[config.mk]
export PLATFORM = sky130hd
export DESIGN_NAME = alu_ctrl_pipe_flat
export DESIGN_NICKNAME = d
export VERILOG_FILES = /design/src/rtl/alu_ctrl_pipe_if.sv /design/src/rtl/alu_ctrl_pipe.sv /design/src/flat_wrapper.sv
export SDC_FILE = /design/constraint.sdc
export NUM_CORES = 1
export LEC_CHECK = 0
export ABC_AREA = 0
export ABC_CLOCK_PERIOD_IN_PS = 3400
export CORE_ASPECT_RATIO = 0.7
export CORE_MARGIN = 2
export CORE_UTILIZATION = 50
export CTS_CLUSTER_DIAMETER = 100
export DETAILED_ROUTE_END_ITERATION = 7
export PLACE_DENSITY = 0.8
export SLEW_MARGIN = 20
export SYNTH_ARGS = -nofsm -noshare
export SYNTH_HDL_FRONTEND = slang
export SYNTH_SLANG_ARGS = --single-unit
export TNS_END_PERCENT = 5
[constraint.sdc]
create_clock -name clk -period 3.4 [get_ports clk]
set_clock_uncertainty 0.2 [all_clocks]
set_input_delay 0.85 -clock clk [delete_from_list [all_inputs] [get_ports clk]]
set_output_delay 0.85 -clock clk [all_outputs]
set_load 0.02 [all_outputs]
[src/rtl/alu_ctrl_pipe_if.sv]
// alu_ctrl_pipe_if: instruction-in / decoded-ALU-control-out handshake bundle.
interface alu_ctrl_pipe_if #(parameter int XLEN = 64);
  logic            in_valid;
  logic            in_ready;
  logic [31:0]     in_instr;
  logic            out_valid;
  logic            out_ready;
  logic [5:0]      out_op;
  logic            out_is_add;
  logic            out_type_i;
  logic            out_signed;
  logic            out_word;
  logic            out_muldiv;
  logic            out_illegal;
  logic [XLEN-1:0] out_imm;
  modport master (
    output in_valid, in_instr, out_ready,
    input  in_ready, out_valid, out_op, out_is_add, out_type_i, out_signed,
           out_word, out_muldiv, out_illegal, out_imm
  );
  modport slave (
    input  in_valid, in_instr, out_ready,
    output in_ready, out_valid, out_op, out_is_add, out_type_i, out_signed,
           out_word, out_muldiv, out_illegal, out_imm
  );
endinterface

[src/rtl/alu_ctrl_pipe.sv]
// alu_ctrl_pipe: RV32/RV64 ALU-control decoder behind a 2-entry skid buffer,
// with a saturating count of accepted illegal encodings.
module alu_ctrl_pipe #(
  parameter int XLEN  = 64,
  parameter int EN_M  = 1,
  parameter int CNT_W = 8
) (
  input  logic             clk,
  input  logic             rst_n,
  input  logic             flush,
  input  logic             cnt_clr,
  output logic [CNT_W-1:0] illegal_cnt,
  alu_ctrl_pipe_if.slave   bus
);
  localparam logic [7:0][5:0] R0 = {6'd14, 6'd13, 6'd9, 6'd8, 6'd7, 6'd6, 6'd4, 6'd0};
  localparam logic [7:0][5:0] I0 = {6'd21, 6'd20, 6'd63, 6'd19, 6'd18, 6'd17, 6'd63, 6'd15};
  logic [6:0]      opc, f7;
  logic [2:0]      f3;
  logic            sh_ok;
  logic [5:0]      dop, e0_op, e1_op;
  logic [XLEN-1:0] dimm, e0_imm, e1_imm;
  logic            e0_v, e1_v, acc, drain, to_e1;
  assign opc   = bus.in_instr[6:0];
  assign f3    = bus.in_instr[14:12];
  assign f7    = bus.in_instr[31:25];
  assign sh_ok = (XLEN == 64) || !bus.in_instr[25];
  always_comb begin
    dop = 6'd63;
    case (opc)
      7'b0110011: dop = f7 == 7'h00 ? R0[f3] :
                        f7 == 7'h20 && f3 == 3'd0 ? 6'd2 :
                        f7 == 7'h20 && f3 == 3'd5 ? 6'd11 :
                        f7 == 7'h01 && EN_M != 0 ? 6'd30 + 6'(f3) : 6'd63;
      7'b0111011: if (XLEN == 64)
        dop = f7 == 7'h00 ? (f3 == 3'd0 ? 6'd1 : f3 == 3'd1 ? 6'd5 : f3 == 3'd5 ? 6'd10 : 6'd63) :
              f7 == 7'h20 ? (f3 == 3'd0 ? 6'd3 : f3 == 3'd5 ? 6'd12 : 6'd63) :
              f7 == 7'h01 && EN_M != 0 ? (f3 == 3'd0 ? 6'd38 : f3 >= 3'd4 ? 6'd35 + 6'(f3) : 6'd63) : 6'd63;
      7'b0010011: dop = f3 == 3'd1 ? (sh_ok && bus.in_instr[31:26] == 6'b000000 ? 6'd22 : 6'd63) :
                        f3 == 3'd5 ? (!sh_ok ? 6'd63 :
                                      bus.in_instr[31:26] == 6'b000000 ? 6'd24 :
                                      bus.in_instr[31:26] == 6'b010000 ? 6'd26 : 6'd63) : I0[f3];
      7'b0011011: if (XLEN == 64)
        dop = f3 == 3'd0 ? 6'd16 :
              f3 == 3'd1 ? (f7 == 7'h00 ? 6'd23 : 6'd63) :
              f3 == 3'd5 ? (f7 == 7'h00 ? 6'd25 : f7 == 7'h20 ? 6'd27 : 6'd63) : 6'd63;
      7'b0110111: dop = 6'd28;
      7'b0010111: dop = 6'd29;
      default:    dop = 6'd63;
    endcase
  end
  always_comb begin
    dimm = (dop >= 6'd15 && dop <= 6'd21) ? XLEN'($signed(bus.in_instr[31:20])) :
           (dop == 6'd22 || dop == 6'd24 || dop == 6'd26) ? XLEN'(bus.in_instr[25:20]) :
           (dop == 6'd23 || dop == 6'd25 || dop == 6'd27) ? XLEN'(bus.in_instr[24:20]) :
           (dop == 6'd28 || dop == 6'd29) ? XLEN'($signed({bus.in_instr[31:12], 12'h000})) : '0;
  end
  assign acc   = bus.in_valid && !e1_v && !flush;
  assign drain = e0_v && bus.out_ready;
  assign to_e1 = acc && e0_v && !drain;
  // E1 only ever fills while E0 is held, so E0 refills from E1 first when draining
  always_ff @(posedge clk or negedge rst_n) begin
    if (!rst_n) begin
      e0_v   <= 1'b0;
      e1_v   <= 1'b0;
      e0_op  <= 6'd63;
      e1_op  <= 6'd63;
      e0_imm <= '0;
      e1_imm <= '0;
    end else if (flush) begin
      e0_v <= 1'b0;
      e1_v <= 1'b0;
    end else begin
      if (drain || !e0_v) begin
        e0_v   <= e1_v || acc;
        e0_op  <= e1_v ? e1_op : acc ? dop : e0_op;
        e0_imm <= e1_v ? e1_imm : acc ? dimm : e0_imm;
      end
      e1_v <= e1_v ? !drain : to_e1;
      if (to_e1) begin
        e1_op  <= dop;
        e1_imm <= dimm;
      end
    end
  end
  always_ff @(posedge clk or negedge rst_n) begin
    if (!rst_n) illegal_cnt <= '0;
    else if (cnt_clr) illegal_cnt <= '0;
    else if (acc && dop == 6'd63 && illegal_cnt != '1) illegal_cnt <= illegal_cnt + 1'b1;
  end
  assign bus.in_ready    = !e1_v;
  assign bus.out_valid   = e0_v;
  assign bus.out_op      = e0_op;
  assign bus.out_imm     = e0_imm;
  assign bus.out_is_add  = e0_op == 6'd0 || e0_op == 6'd1 || e0_op == 6'd15 || e0_op == 6'd16;
  assign bus.out_type_i  = e0_op >= 6'd15 && e0_op <= 6'd29;
  assign bus.out_signed  = !(e0_op == 6'd7 || e0_op == 6'd18 || e0_op == 6'd33 || e0_op == 6'd35 ||
                             e0_op == 6'd37 || e0_op == 6'd40 || e0_op == 6'd42);
  assign bus.out_word    = e0_op == 6'd1 || e0_op == 6'd3 || e0_op == 6'd5 || e0_op == 6'd10 ||
                           e0_op == 6'd12 || e0_op == 6'd16 || e0_op == 6'd23 || e0_op == 6'd25 ||
                           e0_op == 6'd27 || (e0_op >= 6'd38 && e0_op <= 6'd42);
  assign bus.out_muldiv  = e0_op >= 6'd30 && e0_op <= 6'd42;
  assign bus.out_illegal = e0_op == 6'd63;
endmodule

[src/flat_wrapper.sv]
// flat-port wrapper written by rule: the top's interface ports become plain ports
module alu_ctrl_pipe_flat 
#(
  parameter int XLEN  = 64,
  parameter int EN_M  = 1,
  parameter int CNT_W = 8
)
  (clk, rst_n, flush, cnt_clr, illegal_cnt, bus_in_valid, bus_in_instr, bus_out_ready, bus_in_ready, bus_out_valid, bus_out_op, bus_out_is_add, bus_out_type_i, bus_out_signed, bus_out_word, bus_out_muldiv, bus_out_illegal, bus_out_imm);
  alu_ctrl_pipe_if #(.XLEN(XLEN)) bus_i ();
  input  logic clk;
  input  logic rst_n;
  input  logic flush;
  input  logic cnt_clr;
  output logic [CNT_W-1:0] illegal_cnt;
  input wire logic [$bits(bus_i.in_valid)-1:0] bus_in_valid;
  input wire logic [$bits(bus_i.in_instr)-1:0] bus_in_instr;
  input wire logic [$bits(bus_i.out_ready)-1:0] bus_out_ready;
  output wire logic [$bits(bus_i.in_ready)-1:0] bus_in_ready;
  output wire logic [$bits(bus_i.out_valid)-1:0] bus_out_valid;
  output wire logic [$bits(bus_i.out_op)-1:0] bus_out_op;
  output wire logic [$bits(bus_i.out_is_add)-1:0] bus_out_is_add;
  output wire logic [$bits(bus_i.out_type_i)-1:0] bus_out_type_i;
  output wire logic [$bits(bus_i.out_signed)-1:0] bus_out_signed;
  output wire logic [$bits(bus_i.out_word)-1:0] bus_out_word;
  output wire logic [$bits(bus_i.out_muldiv)-1:0] bus_out_muldiv;
  output wire logic [$bits(bus_i.out_illegal)-1:0] bus_out_illegal;
  output wire logic [$bits(bus_i.out_imm)-1:0] bus_out_imm;
  assign bus_i.in_valid = bus_in_valid;
  assign bus_i.in_instr = bus_in_instr;
  assign bus_i.out_ready = bus_out_ready;
  assign bus_in_ready = bus_i.in_ready;
  assign bus_out_valid = bus_i.out_valid;
  assign bus_out_op = bus_i.out_op;
  assign bus_out_is_add = bus_i.out_is_add;
  assign bus_out_type_i = bus_i.out_type_i;
  assign bus_out_signed = bus_i.out_signed;
  assign bus_out_word = bus_i.out_word;
  assign bus_out_muldiv = bus_i.out_muldiv;
  assign bus_out_illegal = bus_i.out_illegal;
  assign bus_out_imm = bus_i.out_imm;
  alu_ctrl_pipe #(.XLEN(XLEN), .EN_M(EN_M), .CNT_W(CNT_W)) u_core (.clk(clk), .rst_n(rst_n), .flush(flush), .cnt_clr(cnt_clr), .illegal_cnt(illegal_cnt), .bus(bus_i));
endmodule
==> Word level (Yosys, flattened, before mapping) <==
Memory sizes are Yosys's and may differ from the RTL's.
Cells that the tools add are included.
{ "op_classes": {"mul": 0, "shift": 0, "mux": 42, "n_eq_ne": 39, "add_sub_neg": 3, "div_mod_pow": 0, "n_reduce_logical": 52, "n_lt_le_gt_ge": 9, "bitwise": 1} }
{ "ops": {"columns": ["cell", "count"], "rows": [
  ["$mux W64", 6],
  ["$mux W6", 29],
  ["$eq A6 B5 Y1 const B", 14],
  ["$eq A6 B6 Y1 const B", 7],
  ["$pmux W6 S6", 1],
  ["$eq A7 B6 Y1 const B", 4],
  ["$logic_or A1 B1 Y1", 25],
  ["$eq A7 B5 Y1 const B", 3],
  ["$eq A6 B4 Y1 const B", 3],
  ["$mux W8", 2],
  ["$logic_and A1 B1 Y1", 13],
  ["$eq A6 B3 Y1 const B", 2],
  ["$ge A6 B4 Y1 const B", 2],
  ["$le A6 B5 Y1 const B", 2],
  ["$logic_not A6 Y1", 2],
  ["$add A8 B1 Y8 const B", 1],
  ["$ne A8 B8 Y1 const B", 1],
  ["$eq A7 B1 Y1 const B", 1],
  ["$logic_not A7 Y1", 1],
  ["$add A5 B3 Y6 const A", 1],
  ["$add A6 B3 Y6 const A", 1],
  ["$eq A6 B1 Y1 const B", 1],
  ["$eq A6 B2 Y1 const B", 1],
  ["$ge A6 B5 Y1 const B", 1],
  ["13 further kinds", 22]
]} }
{ "totals": {"mem_bits_ro": 96, "input_bits": 38, "mem_count": 2, "ramBits": 0, "elab_cells": 155, "reg_bits": 150, "latchBits": 0, "out_inout_bits": 86} }
{ "memory_table": {"columns": ["name", "words", "width", "rd", "rd_clocked_by_memory_dff", "wr", "line_no", "text"], "rows": [
  ["(name not given)", 8, 6, 1, 0, 0, "alu_ctrl_pipe.sv:41", "bus.in_instr[31:26] == 6'b010000 ? 6'd26 : 6'd63) : I0[f3];"],
  ["(name not given)", 8, 6, 1, 0, 0, "alu_ctrl_pipe.sv:30", "7'b0110011: dop = f7 == 7'h00 ? R0[f3] :"]
]} }

==> Longest topological paths before layout <==
{ "logic_depth": {"depth_word": 15, "ltp_mapped": 14, "depth_no_buf": 10} }

==> Least setup slack after synthesis <==
Ideal clock, no wire load.
{ "synth_path": {"path_kind": "input to register", "from": "in bus_in_instr[13]", "to": "reg u_core.illegal_cnt[7]", "path_slack_ns": -0.247, "path_stages": 12, "path_buffers": 2, "arrival_time_ns": 3.370, "t_required_ns": 3.122, "setup_ns": 0.078, "cell_sequence": "inv_1 ha_1 or2_1 a211oi_1 o21ai_1 and4b_1 buf_2 a211o_1 or3_1 buf_6 or4_1 a21oi_1"} }
{ "synth_between": {"elab_chain_cells": 11, "word_cells_on_any_way": 36, "classes_between": "add/sub: 2; order compare: 1; eq/ne: 3; mux: 22; reduce/logical: 6; memory: 2"} }
{ "synth_lines": {"columns": ["element", "line_no", "text"], "rows": [
  ["from (decl)", "flat_wrapper.sv:16", "input wire logic [$bits(bus_i.in_instr)-1:0] bus_in_instr;"],
  ["$add A6 B3 Y6 / $ge A3 B3 Y1 (equally long branches)", "alu_ctrl_pipe.sv:37", "f7 == 7'h01 && EN_M != 0 ? (f3 == 3'd0 ? 6'd38 : f3 >= 3'd4 ? 6'd35 + 6'(f3) : 6'd63) : 6'd63;"],
  ["$mux W6 (3 in a row)", "alu_ctrl_pipe.sv:37", null],
  ["$mux W6", "alu_ctrl_pipe.sv:36", "f7 == 7'h20 ? (f3 == 3'd0 ? 6'd3 : f3 == 3'd5 ? 6'd12 : 6'd63) :"],
  ["$mux W6", "alu_ctrl_pipe.sv:35", "dop = f7 == 7'h00 ? (f3 == 3'd0 ? 6'd1 : f3 == 3'd1 ? 6'd5 : f3 == 3'd5 ? 6'd10 : 6'd63) :"],
  ["$pmux W6 S6 (*)", "alu_ctrl_pipe.sv:29", "case (opc)"],
  ["$eq A6 B6 Y1 (*)", "alu_ctrl_pipe.sv:88", "else if (acc && dop == 6'd63 && illegal_cnt != '1) illegal_cnt <= illegal_cnt + 1'b1;"],
  ["$logic_and A1 B1 Y1 (*) (2 in a row)", "alu_ctrl_pipe.sv:88", null],
  ["$reduce_bool A2 Y1 (no line) (*)", null, null],
  ["to (signal assigned)", "alu_ctrl_pipe.sv:88", null],
  ["to (decl)", "alu_ctrl_pipe.sv:12", "output logic [CNT_W-1:0] illegal_cnt,"]
]} }
Every way passes the cells marked *; elsewhere a longest branch is shown, timed or not. The select of a mux whose other input is x is not followed.
A chain may end at the register's enable or synchronous reset.

==> Worst setup path after layout <==
{ "layout_path": {"from": "in bus_in_instr[28]", "to": "reg u_core.e0_imm[10], in the netlist u_core.bus.out_imm[10]"} }
{ "layout_between": {"elab_chain_cells": 15, "word_cells_on_any_way": 44, "classes_between": "order compare: 2; eq/ne: 9; mux: 24; reduce/logical: 9"} }
{ "layout_lines": {"columns": ["element", "line_no", "text"], "rows": [
  ["$eq A7 B6 Y1", null, null],
  ["$mux W6 (3 in a row)", "alu_ctrl_pipe.sv:45", "f3 == 3'd5 ? (f7 == 7'h00 ? 6'd25 : f7 == 7'h20 ? 6'd27 : 6'd63) : 6'd63;"],
  ["$mux W6", "alu_ctrl_pipe.sv:44", "f3 == 3'd1 ? (f7 == 7'h00 ? 6'd23 : 6'd63) :"],
  ["$mux W6", "alu_ctrl_pipe.sv:43", "dop = f3 == 3'd0 ? 6'd16 :"],
  ["$pmux W6 S6 (*)", "alu_ctrl_pipe.sv:29", null],
  ["$eq A6 B5 Y1", "alu_ctrl_pipe.sv:54", "(dop == 6'd23 || dop == 6'd25 || dop == 6'd27) ? XLEN'(bus.in_instr[24:20]) :"],
  ["$logic_or A1 B1 Y1 (2 in a row)", "alu_ctrl_pipe.sv:54", null],
  ["$mux W64", "alu_ctrl_pipe.sv:54", null],
  ["$mux W64", "alu_ctrl_pipe.sv:53", "(dop == 6'd22 || dop == 6'd24 || dop == 6'd26) ? XLEN'(bus.in_instr[25:20]) :"],
  ["$mux W64 (*)", "alu_ctrl_pipe.sv:52", "dimm = (dop >= 6'd15 && dop <= 6'd21) ? XLEN'($signed(bus.in_instr[31:20])) :"],
  ["$mux W64 (*) (2 in a row)", "alu_ctrl_pipe.sv:76", "e0_imm <= e1_v ? e1_imm : acc ? dimm : e0_imm;"],
  ["to (signal assigned)", "alu_ctrl_pipe.sv:76", null],
  ["to (decl)", "alu_ctrl_pipe.sv:21", "logic [XLEN-1:0] dimm, e0_imm, e1_imm;"]
]} }
Marks and branches as above.

==> run metrics <==
status=complete, but fails checks; failing checks=negative setup slack; cell area after synthesis=5270 um^2; crit path launch type=primary input; non-filler instance count after layout=922; via count=5596; Final Max Tran Viols=0; CTS Sinks=86; maximum vdd drop=0.000283 V; f_max=0.290 GHz; root buf cell=clkbuf_16; total power=3.45 mW; routability-driven placement congestion ratio=0.877; first-pass GRT wire length=27.1 mm; synth unique cells=69; layout cells sized above 1=28.5%; clock latency at the later pin of the worst-skew pair=0.34 ns; LEAKAGE=3.31 nW; Routed Antenna Nets=0; die height=89.9 um; grt ovf=0; RSZ-0062 raised after global routing=true; TritonCTS Buffers=9; Post-synth EDFFs=0; Relative slew margins=50.1%; CP endpoint kind=flip-flop; Mapped Nets=662; post-synthesis sequential area ratio=41.2%; Worst path max stage delay=0.52 ns; CTS Buffer Depth=2; Tightest Pin Transition=0.748 ns; area of the core=10300 um^2; CP max FO=7; Cell Area, Placed=6940 um^2; largest net degree at the start of global routing=85; FF+latch count, synth=86; number of buffers added on ports=118; CTS tree=yes; antenna cells=0; initial antenna violation count=0; Area Overhead vs Synth=50.0%; worst-path cell chain=buf_6 > or4_4 > buf_6 > or2_4 > o31ai_2 > and4b_1 > a211o_1 > buf_6 > o31ai_4 > buf_4 > and3_4 > a221o_1; IO Count=124; H-tree lvl count=3; Async SR Flop Fraction=100%; die area=11400 um^2; Syn Area/Cell=8.56 um^2; critical path's top delay family=simple AND/OR/NAND/NOR gates; predominant post-synthesis flop cell=dfrtp_1; dpl hpwl=11.1 mm; Layout Nets=832; crit share post-route=101%; Pwr Density=437 nW/um^2; worst setup margin=-0.0437 ns; WL final=17.2 mm; Routed wire per std cell=18.6 um; Max-Cap Viols=0; DRT iter0 DRCs=590; Synth Warn #=0; Final Hold Vio Count=0; Worst Hold Class=reg2reg; Initial Utilization=51.2%; Cells after Synth=615; global-route usage over all layers=29.6%; Cells after DPL=881; Crit Path Category=in2reg; std cell rows=31; Die W=127 um; CP Buf/Inv Count=4; Pre-Repair DR Iteration Count=5; number of global-route vias before repair=5295; cell mode on critical path=buf_6; Setup Viol. Count Final=10; Hold Buf Count CTS=0; CP max stage cell=or4_4; fin crit period=3.44 ns; DRC Markers=0; drt via density=6.07; clock transition at the registers of the reported paths=0.06 ns; Required @ worst endpoint=3.42 ns; critical path data arrival time=3.46 ns; final instance area=7900 um^2
power by group:
part | internal (mW) | switching [mW]
Clock | 0.519 | 0.418
Sequential | 1.21 | 0.122
Combinational | 0.561 | 0.620
cell usage in the layout (no fill, tap or decap), types with 4 or more instances in the layout:
| cell | n |
|---|---|
| a31oi_1 | 31 |
| a21oi_1 | 30 |
| and3_1 | 10 |
| clkinvlp_4 | 4 |
| a31oi_2 | 6 |
| o31ai_1 | 6 |
| dfrtp_1 | 74 |
| a221o_1 | 5 |
| o21ai_0 | 47 |
| a22o_1 | 5 |
| dlygate4sd2_1 | 10 |
| a31oi_4 | 7 |
| or3_1 | 24 |
| o22ai_1 | 4 |
| clkdlybuf4s50_1 | 98 |
| clkbuf_16 | 9 |
| buf_4 | 103 |
| nor3_1 | 6 |
| dfstp_2 | 12 |
| nor2_1 | 54 |
| mux2i_1 | 9 |
| nand2_1 | 65 |
| nand3_1 | 15 |
| a32oi_1 | 5 |
| inv_1 | 11 |
| ha_1 | 5 |
| buf_6 | 13 |
| nand2b_1 | 7 |
path summary, 6_finish.rpt:
kind                                        from                endpoint  slack, ns  cells past startpoint
worst max-delay path            bus_in_instr[28]  u_core.bus.out_imm[10]      -0.04                     12
max in group asynchronous                  rst_n    u_core.bus.out_op[1]       2.00                      2
worst min-delay path             u_core.e1_op[3]         u_core.e1_op[3]       0.26                      2
worst max register to register       u_core.e1_v   u_core.illegal_cnt[7]       0.76                      6
min in group asynchronous                  rst_n   u_core.bus.out_imm[0]       0.35                      1
worst min register to register   u_core.e1_op[3]         u_core.e1_op[3]       0.26                      2
metal layers:
layer | global-route usage, % | wire length (um) | share of wire [%]
met1 | 42.4 | 7440 | 43
met2 | 45.8 | 7990 | 47
met3 | 5.95 | 1430 | 8.3
met4 | 8.70 | 305 | 1.8
met5 | 0 | 0 | 0
per-stage QoR:
step,util [%],TNS [ns],hold slack [ns],setup slack [ns]
5_1_grt,76.9,-2.36,0.297,-0.117
2_1_floorplan,-,-1.00,0.239,-0.200
3_5_place_dp,67.5,-54.72,0.250,-0.914
4_1_cts,74.9,-0.0642,0.260,-0.0310
6_report,76.9,-0.139,0.258,-0.0437
3_3_place_gp,67.5,-52.25,0.247,-0.848
timing repair:
item                                    in CTS  in global routing
pin swaps                                   30                 11
resized for setup                           90                 35
endpoints found under the setup margin      72                 70
gates cloned                                 4                  0
setup buffers                               20                  2
worst reg2reg max path: stages, from the launching register on:
cell and delay (ns):
dfrtp_1 0.48, nor2_1 0.23, nand2_1 0.13, or3_4 0.41, or3_4 0.43, or4_1 0.54
a21oi_2 0.15
layout make-up:
type / instances / area [um^2]
fill: 675 / 2380
sequential: 86 / 2170
multi-input combinational: 437 / 3000
clock inverter: 6 / 45.0
clock buffer: 10 / 239
inverter: 12 / 48.8
timing repair buffer: 239 / 2230
tap: 132 / 165
flip-flops by register name, summed over array words and instances, names as in the netlist:
signal	count
u_core.bus.out_imm	32
u_core.bus.out_op	6
u_core.bus.out_valid	1
u_core.e1_imm	32
u_core.e1_op	6
u_core.e1_v	1
u_core.illegal_cnt	8
synthesized netlist by cell type, drive strengths merged, types with 9 or more instances:
| cell type | count | share of area (%) |
|---|---|---|
| dfrtp | 74 | 35 |
| nor3 | 11 | 1.1 |
| a21oi | 33 | 3.1 |
| mux2i | 9 | 1.7 |
| o21ai | 53 | 5.0 |
| buf | 50 | 6.7 |
| or3 | 27 | 3.3 |
| nor2 | 56 | 4.0 |
| clkbuf | 30 | 2.1 |
| nand2b | 9 | 1.1 |
| dfstp | 12 | 6.0 |
| and3 | 11 | 1.3 |
| nand3 | 17 | 1.7 |
| o31ai | 9 | 1.3 |
| ha | 9 | 2.1 |
| a31oi | 44 | 5.2 |
| nand2 | 67 | 4.8 |
| inv | 12 | 0.86 |
cells by family (layout without fill, tap and decap cells):
family / Yosys count / count (layout) / share of synthesized area [%]
mux: 10 / 10 / 1.92
fa+ha+maj: 9 / 9 / 2.14
flops: 86 / 86 / 41.2
compound gates: 183 / 183 / 21.8
buf+inv: 92 / 267 / 9.74
xor+xnor: 3 / 3 / 0.499
simple gates: 232 / 232 / 22.7
Power figures use the tool's default switching activity.
